`src/rtl/logic_capture_pkg.sv`:
```
// Shared types for the logic capture block: state encoding seen on state_o.
// Optional feature macro: LOGIC_CAPTURE_TIMESTAMP_EN (adds a delta field to each entry).
package logic_capture_pkg;

  typedef enum logic [1:0] {
    ST_IDLE    = 2'd0,
    ST_ARMED   = 2'd1,
    ST_CAPTURE = 2'd2,
    ST_DONE    = 2'd3
  } lc_state_t;

`ifdef LOGIC_CAPTURE_TIMESTAMP_EN
  localparam bit LC_TS_EN = 1'b1;
`else
  localparam bit LC_TS_EN = 1'b0;
`endif

endpackage

```
`src/rtl/logic_capture_ng_if.sv`:
```
// Capture-memory write port: strobes, address and entry word.
interface logic_capture_ng_if #(
  parameter int ADDR_W = 18,
  parameter int MEM_W  = 8
) ();
  logic              mem_en;
  logic              mem_we;
  logic [ADDR_W-1:0] mem_addr;
  logic [MEM_W-1:0]  mem_wdata;

  modport master (output mem_en, output mem_we, output mem_addr, output mem_wdata);
  modport slave  (input  mem_en, input  mem_we, input  mem_addr, input  mem_wdata);
endinterface

```
`src/rtl/lc_sync_edge.sv`:
```
// Probe front end: two-flop synchroniser, compare register, per-channel edge vectors.
module lc_sync_edge #(
  parameter int CH_W = 8
) (
  input  logic            clk,
  input  logic            resetn,
  input  logic [CH_W-1:0] datain,
  output logic [CH_W-1:0] sample,
  output logic [CH_W-1:0] rise,
  output logic [CH_W-1:0] fall
);
  logic [CH_W-1:0] sync_p0;
  logic [CH_W-1:0] sync_p1;
  logic [CH_W-1:0] prev_p2;

  // Synchronise the asynchronous probes, then keep the previous synchronised value.
  always_ff @(posedge clk or negedge resetn) begin
    if (!resetn) begin
      sync_p0 <= '0;
      sync_p1 <= '0;
      prev_p2 <= '0;
    end else begin
      // p0 -> p1: metastability settling
      sync_p0 <= datain;
      sync_p1 <= sync_p0;
      // p1 -> p2: compare register for edge detection
      prev_p2 <= sync_p1;
    end
  end

  assign sample = sync_p1;
  assign rise   = sync_p1 & ~prev_p2;
  assign fall   = ~sync_p1 & prev_p2;

endmodule

```
`src/rtl/logic_capture_ng.sv`:
```
// Logic analyser capture engine: arms on start, triggers on masked edges, then
// records every change of the probe vector into a linear capture memory.
// Optional feature macro: LOGIC_CAPTURE_TIMESTAMP_EN prepends a delta counter to
// each entry and forces a keep-alive entry when the delta saturates.
module logic_capture_ng
  import logic_capture_pkg::*;
#(
  parameter int CH_W   = 8,
  parameter int ADDR_W = 18,
  parameter int TS_W   = 16
) (
  input  logic                clk,
  input  logic                resetn,
  input  logic                start,
  input  logic                stop,
  input  logic [CH_W-1:0]     trig_rise_mask,
  input  logic [CH_W-1:0]     trig_fall_mask,
  input  logic [CH_W-1:0]     datain,
  logic_capture_ng_if.master  mem,
  output logic [1:0]          state_o,
  output logic [ADDR_W:0]     wr_count,
  output logic                full
);

`ifdef LOGIC_CAPTURE_TIMESTAMP_EN
  localparam int MEM_W = TS_W + CH_W;
`else
  localparam int MEM_W = CH_W;
`endif

  // The delta width only matters with timestamps, but keep it legal in every build.
  if (TS_W < 1) begin : g_ts_w_check
    $error("logic_capture_ng: TS_W must be at least 1");
  end

  lc_state_t         state_q, state_d;
  logic [CH_W-1:0]   sample, rise, fall;
  logic              trig_hit, change, keep_alive, last_addr;
  logic              wr_fire, arm;
  logic [MEM_W-1:0]  wr_word;
  logic              wr_stb_p3;
  logic [ADDR_W-1:0] addr_q;
  logic [MEM_W-1:0]  wdata_q;
  logic [ADDR_W:0]   wr_cnt_q;
  logic              full_q;

  lc_sync_edge #(.CH_W(CH_W)) u_sync_edge (
    .clk    (clk),
    .resetn (resetn),
    .datain (datain),
    .sample (sample),
    .rise   (rise),
    .fall   (fall)
  );

  // With both masks clear the engine triggers immediately on the current sample.
  assign trig_hit  = (|((rise & trig_rise_mask) | (fall & trig_fall_mask))) ||
                     ((trig_rise_mask == '0) && (trig_fall_mask == '0));
  assign change    = |(rise | fall);
  // The next write lands on the last memory location; the run ends there.
  assign last_addr = (wr_cnt_q[ADDR_W-1:0] == '1);

`ifdef LOGIC_CAPTURE_TIMESTAMP_EN
  logic [TS_W-1:0] delta_q;

  function automatic logic [TS_W-1:0] delta_step(input logic [TS_W-1:0] d);
    return (d == '1) ? d : d + 1'b1;
  endfunction

  assign keep_alive = (delta_q == '1);
  assign wr_word    = {delta_q, sample};

  // Delta counts idle capture cycles; cleared on arming and on every write.
  always_ff @(posedge clk or negedge resetn) begin
    if (!resetn) begin
      delta_q <= '0;
    end else if (arm || wr_fire) begin
      delta_q <= '0;
    end else if (state_q == ST_CAPTURE) begin
      delta_q <= delta_step(delta_q);
    end
  end
`else
  assign keep_alive = 1'b0;
  assign wr_word    = sample;
`endif

  // Run-control next state and write decision; stop overrides start everywhere.
  always_comb begin
    state_d = state_q;
    wr_fire = 1'b0;
    arm     = 1'b0;
    unique case (state_q)
      ST_IDLE, ST_DONE: begin
        if (start && !stop) begin
          state_d = ST_ARMED;
          arm     = 1'b1;
        end
      end
      ST_ARMED: begin
        if (trig_hit) begin
          wr_fire = 1'b1;
          state_d = ST_CAPTURE;
        end
        if (stop) state_d = ST_DONE;
      end
      ST_CAPTURE: begin
        if (change || keep_alive) wr_fire = 1'b1;
        if (stop) state_d = ST_DONE;
      end
      default: state_d = ST_IDLE;
    endcase
    if (wr_fire && last_addr) state_d = ST_DONE;
  end

  // State register.
  always_ff @(posedge clk or negedge resetn) begin
    if (!resetn) state_q <= ST_IDLE;
    else         state_q <= state_d;
  end

  // Write port and run bookkeeping; address/data hold between writes.
  always_ff @(posedge clk or negedge resetn) begin
    if (!resetn) begin
      wr_stb_p3 <= 1'b0;
      addr_q    <= '0;
      wdata_q   <= '0;
      wr_cnt_q  <= '0;
      full_q    <= 1'b0;
    end else begin
      // p2 -> p3: registered write strobe, one cycle per accepted change
      wr_stb_p3 <= wr_fire;
      if (arm) begin
        addr_q   <= '0;
        wr_cnt_q <= '0;
        full_q   <= 1'b0;
      end else if (wr_fire) begin
        addr_q   <= wr_cnt_q[ADDR_W-1:0];
        wdata_q  <= wr_word;
        wr_cnt_q <= wr_cnt_q + 1'b1;
        if (last_addr) full_q <= 1'b1;
      end
    end
  end

  assign mem.mem_en    = wr_stb_p3;
  assign mem.mem_we    = wr_stb_p3;
  assign mem.mem_addr  = addr_q;
  assign mem.mem_wdata = wdata_q;
  assign state_o       = state_q;
  assign wr_count      = wr_cnt_q;
  assign full          = full_q;

endmodule

```
`src/flat_wrapper.sv`:
```
// flat-port wrapper written by rule: the top's interface ports become plain ports
module logic_capture_ng_flat import logic_capture_pkg::*;
#(
  parameter int CH_W   = 8,
  parameter int ADDR_W = 18,
  parameter int TS_W   = 16
)
  (clk, resetn, start, stop, trig_rise_mask, trig_fall_mask, datain, state_o, wr_count, full, mem_mem_en, mem_mem_we, mem_mem_addr, mem_mem_wdata);
  logic_capture_ng_if #(.ADDR_W(ADDR_W), .MEM_W((CH_W))) mem_i ();
  input  logic clk;
  input  logic resetn;
  input  logic start;
  input  logic stop;
  input  logic [CH_W-1:0] trig_rise_mask;
  input  logic [CH_W-1:0] trig_fall_mask;
  input  logic [CH_W-1:0] datain;
  output logic [1:0] state_o;
  output logic [ADDR_W:0] wr_count;
  output logic full;
  output wire logic [$bits(mem_i.mem_en)-1:0] mem_mem_en;
  output wire logic [$bits(mem_i.mem_we)-1:0] mem_mem_we;
  output wire logic [$bits(mem_i.mem_addr)-1:0] mem_mem_addr;
  output wire logic [$bits(mem_i.mem_wdata)-1:0] mem_mem_wdata;
  assign mem_mem_en = mem_i.mem_en;
  assign mem_mem_we = mem_i.mem_we;
  assign mem_mem_addr = mem_i.mem_addr;
  assign mem_mem_wdata = mem_i.mem_wdata;
  logic_capture_ng #(.CH_W(CH_W), .ADDR_W(ADDR_W), .TS_W(TS_W)) u_core (.clk(clk), .resetn(resetn), .start(start), .stop(stop), .trig_rise_mask(trig_rise_mask), .trig_fall_mask(trig_fall_mask), .datain(datain), .mem(mem_i), .state_o(state_o), .wr_count(wr_count), .full(full));
endmodule
```
`config.mk`:
```
export PLATFORM = sky130hd
export DESIGN_NAME = logic_capture_ng_flat
export DESIGN_NICKNAME = d
export VERILOG_FILES = /design/src/rtl/logic_capture_pkg.sv /design/src/rtl/logic_capture_ng_if.sv /design/src/rtl/lc_sync_edge.sv /design/src/rtl/logic_capture_ng.sv /design/src/flat_wrapper.sv
export SDC_FILE = /design/constraint.sdc
export NUM_CORES = 1
export LEC_CHECK = 0
export BUFFER_PORTS_ARGS = -buffer_cell sky130_fd_sc_hd__buf_2
export CELL_PAD_IN_SITES_DETAIL_PLACEMENT = 2
export CELL_PAD_IN_SITES_GLOBAL_PLACEMENT = 2
export CORE_ASPECT_RATIO = 0.6
export CORE_MARGIN = 4
export CORE_UTILIZATION = 37
export CTS_CLUSTER_SIZE = 14
export DETAILED_ROUTE_END_ITERATION = 6
export GPL_TIMING_DRIVEN = 0
export PLACE_DENSITY = 0.86
export SYNTH_ARGS = -nofsm -noshare
export SYNTH_HDL_FRONTEND = slang
export SYNTH_HIERARCHICAL = 1
export SYNTH_SLANG_ARGS = --single-unit
```
`constraint.sdc`:
```
create_clock -name clk -period 5 [get_ports clk]
set_input_delay 0.5 -clock clk [delete_from_list [all_inputs] [get_ports clk]]
set_output_delay 0.5 -clock clk [all_outputs]
set_load 0.005 [all_outputs]
```
# == After elaboration in Yosys (flattened, before gate mapping) ==
# Cells that the tools add are included.
# word_totals
n_memories,0
latch_bits,0
word_cells,60
mem_bits_rw,0
in_bits,28
reg_bits,73
rom_bits,0
# classes
n_div,0
n_lt_le_gt_ge,0
multipliers,0
bitwise_logic,9
n_addsub,1
eq_ne,7
n_reduce_logical,16
n_shift,0
muxes,18
# op_table
operator,n
$mux 19,2
$mux 18,2
$and 8x8->8,4
$add 19x1->19 const B,1
$eq 18x18->1 const B,1
$logic_not 8->1,2
$not 8->8,2
$or 8x8->8,2
$reduce_or 8->1,2
$mux 2,5
$mux 1,7
$pmux 2 s3,1
$eq 2x2->1 const B,2
$ne 4x2->1 const B,1
$reduce_and 2->1,2
$reduce_bool 2->1,2
$logic_and 1x1->1,3
$ne 3x1->1 const B,1
$ne 3x2->1 const B,1
$reduce_and 3->1,1
$eq 2x1->1 const B,1
$logic_not 2->1,1
$pmux 1 s2,1
$reduce_or 2->1,1
other kinds (3),3

# == Longest topological paths before layout ==
# logic_depth
depth_word,11
mapped_depth,9

# == Cells and area by module ==
# Netlist, hierarchy kept.
# modules_own_cells
mod,n_inst,seq_area_each_um2,cells_each,area_per_inst_um2
logic_capture_ng,1,1226.2,266,2645.0
lc_sync_edge,1,600.6,40,740.7

# == Worst setup path before layout ==
# No wires, ideal clock.
# synth_path
path_type,flip-flop to flip-flop
startpoint,reg u_core.u_sync_edge.sync_p1[3] (netlist: u_core/u_sync_edge/sample[3])
endpoint,reg u_core.wdata_q[7] (netlist: u_core/mem.mem_wdata[7])
synth_period_minus_slack_ns,2.170
arrival_ns,2.045
stages_incl_launch_ff,9
path_slack_ns,2.830
t_required_ns,4.875
path_cell_list,dfrtp_1 > and2b_2 > a22oi_2 > nand4_2 > o311ai_4 > and2_1 > buf_6 > buf_12 > mux2_4
# synth_via
word_cells_on_any_way,14
cone_classes,mux: 3; bitwise: 7; reduce/logical: 4
# synth_rtl
element,line,rtl
start: declaration,lc_sync_edge.sv:13,logic [CH_W-1:0] sync_p1;
start signal: assignment,lc_sync_edge.sv:25,sync_p1 <= sync_p0;
$and 8x8->8 *,lc_sync_edge.sv:32,assign rise = sync_p1 & ~prev_p2;
named net u_core.rise[3],logic_capture_ng.sv:37,"logic [CH_W-1:0] sample, rise, fall;"
$and 8x8->8,logic_capture_ng.sv:57,assign trig_hit = (|((rise & trig_rise_mask) | (fall & trig_fall_mask))) ||
$or 8x8->8,logic_capture_ng.sv:57,
$reduce_or 8->1,logic_capture_ng.sv:57,
$logic_or 1x1->1,logic_capture_ng.sv:57,
$mux 1,logic_capture_ng.sv:101,if (trig_hit) begin
$pmux 1 s2 *,logic_capture_ng.sv:93,unique case (state_q)
$reduce_and 2->1 (no line) *,-,
end signal: assignment,logic_capture_ng.sv:139,wdata_q <= wr_word;
end: declaration,logic_capture_ng.sv:43,logic [MEM_W-1:0] wdata_q;
# Mark *: on every way through the listed nets, which the timed path passes. The rest lies on a longest branch.
# A chain may end at the register's enable or synchronous reset.

# == Final worst setup path ==
# layout_path
startpoint,reg u_core.state_q[0] (netlist: u_core/state_o[0])
endpoint,reg u_core.addr_q[15] (netlist: u_core/mem.mem_addr[15])
# layout_via
elab_chain_cells,4
word_cells_on_any_way,9
cone_classes,eq/ne: 3; mux: 3; reduce/logical: 3
# layout_rtl
element,line,rtl
start: declaration,logic_capture_ng.sv:36,"lc_state_t state_q, state_d;"
start signal: assignment,logic_capture_ng.sv:119,else state_q <= state_d;
$eq 2x2->1 / $logic_not 2->1 (equally long branches),logic_capture_ng.sv:93,
$reduce_or 2->1,logic_capture_ng.sv:93,
$mux 1,logic_capture_ng.sv:93,
$mux 18 / $reduce_bool 2->1 (equally long branches),-,
end signal: assignment,logic_capture_ng.sv:138,addr_q <= wr_cnt_q[ADDR_W-1:0];
end: declaration,logic_capture_ng.sv:42,logic [ADDR_W-1:0] addr_q;
# Several ways; a longest one is shown, not always the timed one.

==> flow_summary.json <==
{
  "antenna_found_initial": 0,
  "clkSinkCount": 73,
  "portBuffers": 77,
  "layout_commonest_cell": "buf_2",
  "r2r_setup_slack_ns": 2.26,
  "period_needed_ns": 2.745,
  "cp_max_fo": 10,
  "drive_gt1_frac": 0.3275,
  "grt_pass1_vias": 3164,
  "worstPathCellList": "inv_1, ha_1, clkbuf_1, inv_1, or2_2, clkbuf_1, clkbuf_1, nand2_1, mux2i_1",
  "netlist_area_sq_um": 3386,
  "grt_overflow": 0,
  "setup_viol": 0,
  "fp.coreArea_sq_um": 8718,
  "power_density_nw_per_um2": 515.3,
  "grt_pass1_wl_mm": 18.63,
  "route.detailed.drc": 0,
  "cts_tree": "built",
  "syn_area_per_cell_sq_um": 11.06,
  "max_cap_viol_count": 0,
  "peakVddDrop_v": 0.0002238,
  "n_antenna_cell": 0,
  "crit_path_max_incr_delay_ns": 0.48,
  "worst_path_most_repeated_cell": "clkbuf_1",
  "placedCellCount": 496,
  "crit_path_end": "u_core/mem.mem_addr[15]",
  "syn2layout_area_growth_pct": 25.57,
  "netlist_instances": 306,
  "tns_ns": 0,
  "yosysTopAreaCellShare": 0.5395,
  "finClkSkew_ns": 0.01024,
  "r2r_end": "u_core/mem.mem_addr[15]",
  "layout.cells.non_filler": 512,
  "final_nets": 426,
  "cp-start-kind": "flip-flop",
  "dpl.hpwl_mm": 8.052,
  "path_buf_inv": 5,
  "num_vias": 2758,
  "power_mw": 2.191,
  "avgRoutedWirePerCell_microns": 22.51,
  "gp_congestion": 0.8589,
  "final_cell_mix": "77 x buf_2, 73 x dfrtp_1, 54 x nand2_1",
  "path_clk_slew_ns": 0.06,
  "timing.rr.start": "u_core/state_o[0]",
  "cts.path.max_buffers": 2,
  "yosysWarningCount": 6,
  "rows": 26,
  "cts_buffers": 9,
  "slew_viol_final": 0,
  "grt_max_degree": 45,
  "placed_area_sq_um": 3941,
  "root_buffer": "clkbuf_16",
  "hold_path_class": "input pin to async pin",
  "fmax_mhz": 364.4,
  "cp_data_arrival_time_ns": 2.99,
  "power.leakage_nw": 2.129,
  "startpoint": "u_core/state_o[0]",
  "yosysUniqueCellTypes": 40,
  "rsz0062_at_grt": "no",
  "grt_usage": 0.2279,
  "die_y_microns": 82.10,
  "io_pins": 78,
  "synth-seq-cells": 73,
  "ys_seq_area_frac": 0.5395,
  "critPathSlowestCell": "clkbuf_1",
  "max-slew-margin-rel": 0.5021,
  "vias_per_cell": 5.387,
  "firstDrtPassIters": 4,
  "cts_resized": 0,
  "syn-num-nets": 337,
  "die_x_microns": 131.5,
  "cts_setup_buffers": 0,
  "dieArea_sq_um": 10800,
  "final_area_sq_um": 4252,
  "synth_area_leader_cell": "dfrtp_1",
  "critical_path_depth": 9,
  "r2r_cells": 9,
  "required_ns": 5.24,
  "drt_iter0_markers": 123,
  "crit_family": "buffers and inverters",
  "cp-end-kind": "flip-flop",
  "routed_wirelength_mm": 11.53,
  "ctsHoldBuffers": 0,
  "start_util": 0.3883,
  "synth_area_leaders": "dfrtp_1 54%, mux2i_1 10%, nand2_1 6.0%",
  "status": "complete, no violations",
  "worst_pin_slew_ns": 0.7400,
  "h-tree-depth": 3,
  "postRouteAntennaNets": 0,
  "post-route-period-util": 0.5489,
  "final_hold_viol_count": 0,
  "worstSkewPairLatency_ns": 0.34,
  "worst-setup-path-type": "flip-flop to flip-flop"
}
flip-flops by register name, indices dropped and copies added (netlist names):
name	cells
u_core/mem.mem_en	1
u_core/u_sync_edge/sync_p0	8
u_core/u_sync_edge/sample	8
u_core/wr_count	19
u_core/u_sync_edge/prev_p2	8
u_core/full	1
u_core/mem.mem_wdata	8
u_core/mem.mem_addr	18
u_core/state_o	2
cells in the mapped netlist:
| cell type | n |
|---|---|
| and4_1 | 2 |
| buf_6 | 2 |
| a22oi_2 | 3 |
| nand4_1 | 9 |
| o311ai_0 | 1 |
| buf_1 | 1 |
| inv_1 | 25 |
| and2b_2 | 16 |
| a2111o_1 | 1 |
| or3_1 | 1 |
| nand3_1 | 9 |
| a21boi_0 | 2 |
| a2111oi_0 | 1 |
| ha_1 | 3 |
| mux2_2 | 7 |
| nand2_1 | 54 |
| and3_1 | 1 |
| nand4_2 | 1 |
| and2_1 | 2 |
| o311ai_4 | 1 |
| buf_12 | 1 |
| a21bo_2 | 1 |
| a22oi_1 | 5 |
| clkbuf_1 | 7 |
| or2_2 | 1 |
| a211o_1 | 3 |
| dfrtp_1 | 73 |
| buf_2 | 1 |
| nor4_4 | 1 |
| nor2_1 | 2 |
| buf_4 | 1 |
| nor4_1 | 9 |
| nor3_1 | 2 |
| a211oi_1 | 2 |
| o21ai_0 | 3 |
| a21oi_1 | 12 |
| mux2i_1 | 35 |
| o31ai_1 | 1 |
| mux2_4 | 1 |
| nand2b_1 | 3 |
logic make-up after synthesis:
| kind of cell | synth area share |
|---|---|
| AND/OR/NAND/NOR | 0.1829 |
| flip-flops | 0.5395 |
| multiplexers | 0.1312 |
| buffers and inverters | 0.05285 |
| AO/OA/AOI/OAI | 0.08241 |
| adder cells (fa/ha/maj) | 0.01109 |
where the power goes:
part | switching, mW | internal [mW]
clock network | 0.277 | 0.396
logic | 0.446 | 0.331
registers | 0.0669 | 0.674
worst min-delay path by stage:
stage                                  startpoint  slack, ns                             to  cells past startpoint
finish                                     resetn       0.10  u_core/u_sync_edge/sync_p0[2]                      1
global route                               resetn       0.12  u_core/u_sync_edge/prev_p2[4]                      1
CTS                                        resetn       0.11  u_core/u_sync_edge/sync_p0[2]                      1
detailed placement  u_core/u_sync_edge/sync_p0[0]       0.34   u_core/u_sync_edge/sample[0]                      0
global placement    u_core/u_sync_edge/sync_p0[7]       0.33   u_core/u_sync_edge/sample[7]                      0
floorplan                                  resetn       0.20                    u_core/full                      0
stage by stage:
step	worst slack [ns]	hold WS [ns]	utilization
6_report	2.255	0.1014	0.4877
4_1_cts	2.255	0.1088	0.4877
3_3_place_gp	2.492	0.3331	0.4486
2_1_floorplan	2.830	0.2044	-
5_1_grt	2.046	0.1224	0.4877
3_5_place_dp	2.358	0.3379	0.4521
layer usage:
layer / global-route usage / up-vias / routed length [microns] / part of all wire
li1: - / 1236 / - / -
met1: 0.2869 / 1421 / 5178 / 0.45
met2: 0.3977 / 85 / 5590 / 0.48
met3: 0.05085 / 16 / 520 / 0.045
met4: 0.07757 / 0 / 237 / 0.021
met5: 0 / - / 0 / 0
final cells by class:
class                           instances  area (sq um)
Clock buffer                            9         225.2
Timing Repair Buffer                   78         415.4
Clock inverter                          7         85.08
Inverter                               25         93.84
Tap cell                              112         140.1
Sequential cell                        73          1827
Fill cell                             919          4467
Buffer                                 13         85.08
Multi-Input combinational cell        195          1380
worst reg2reg max path: stages, from the launching register on:
cell and delay, ns:
dfrtp_1 0.39, inv_1 0.08, ha_1 0.29, clkbuf_1 0.23, inv_1 0.23, or2_2 0.19, clkbuf_1 0.43, clkbuf_1 0.49
nand2_1 0.14, mux2i_1 0.19
No activity file was read; power rests on OpenSTA's default activity.
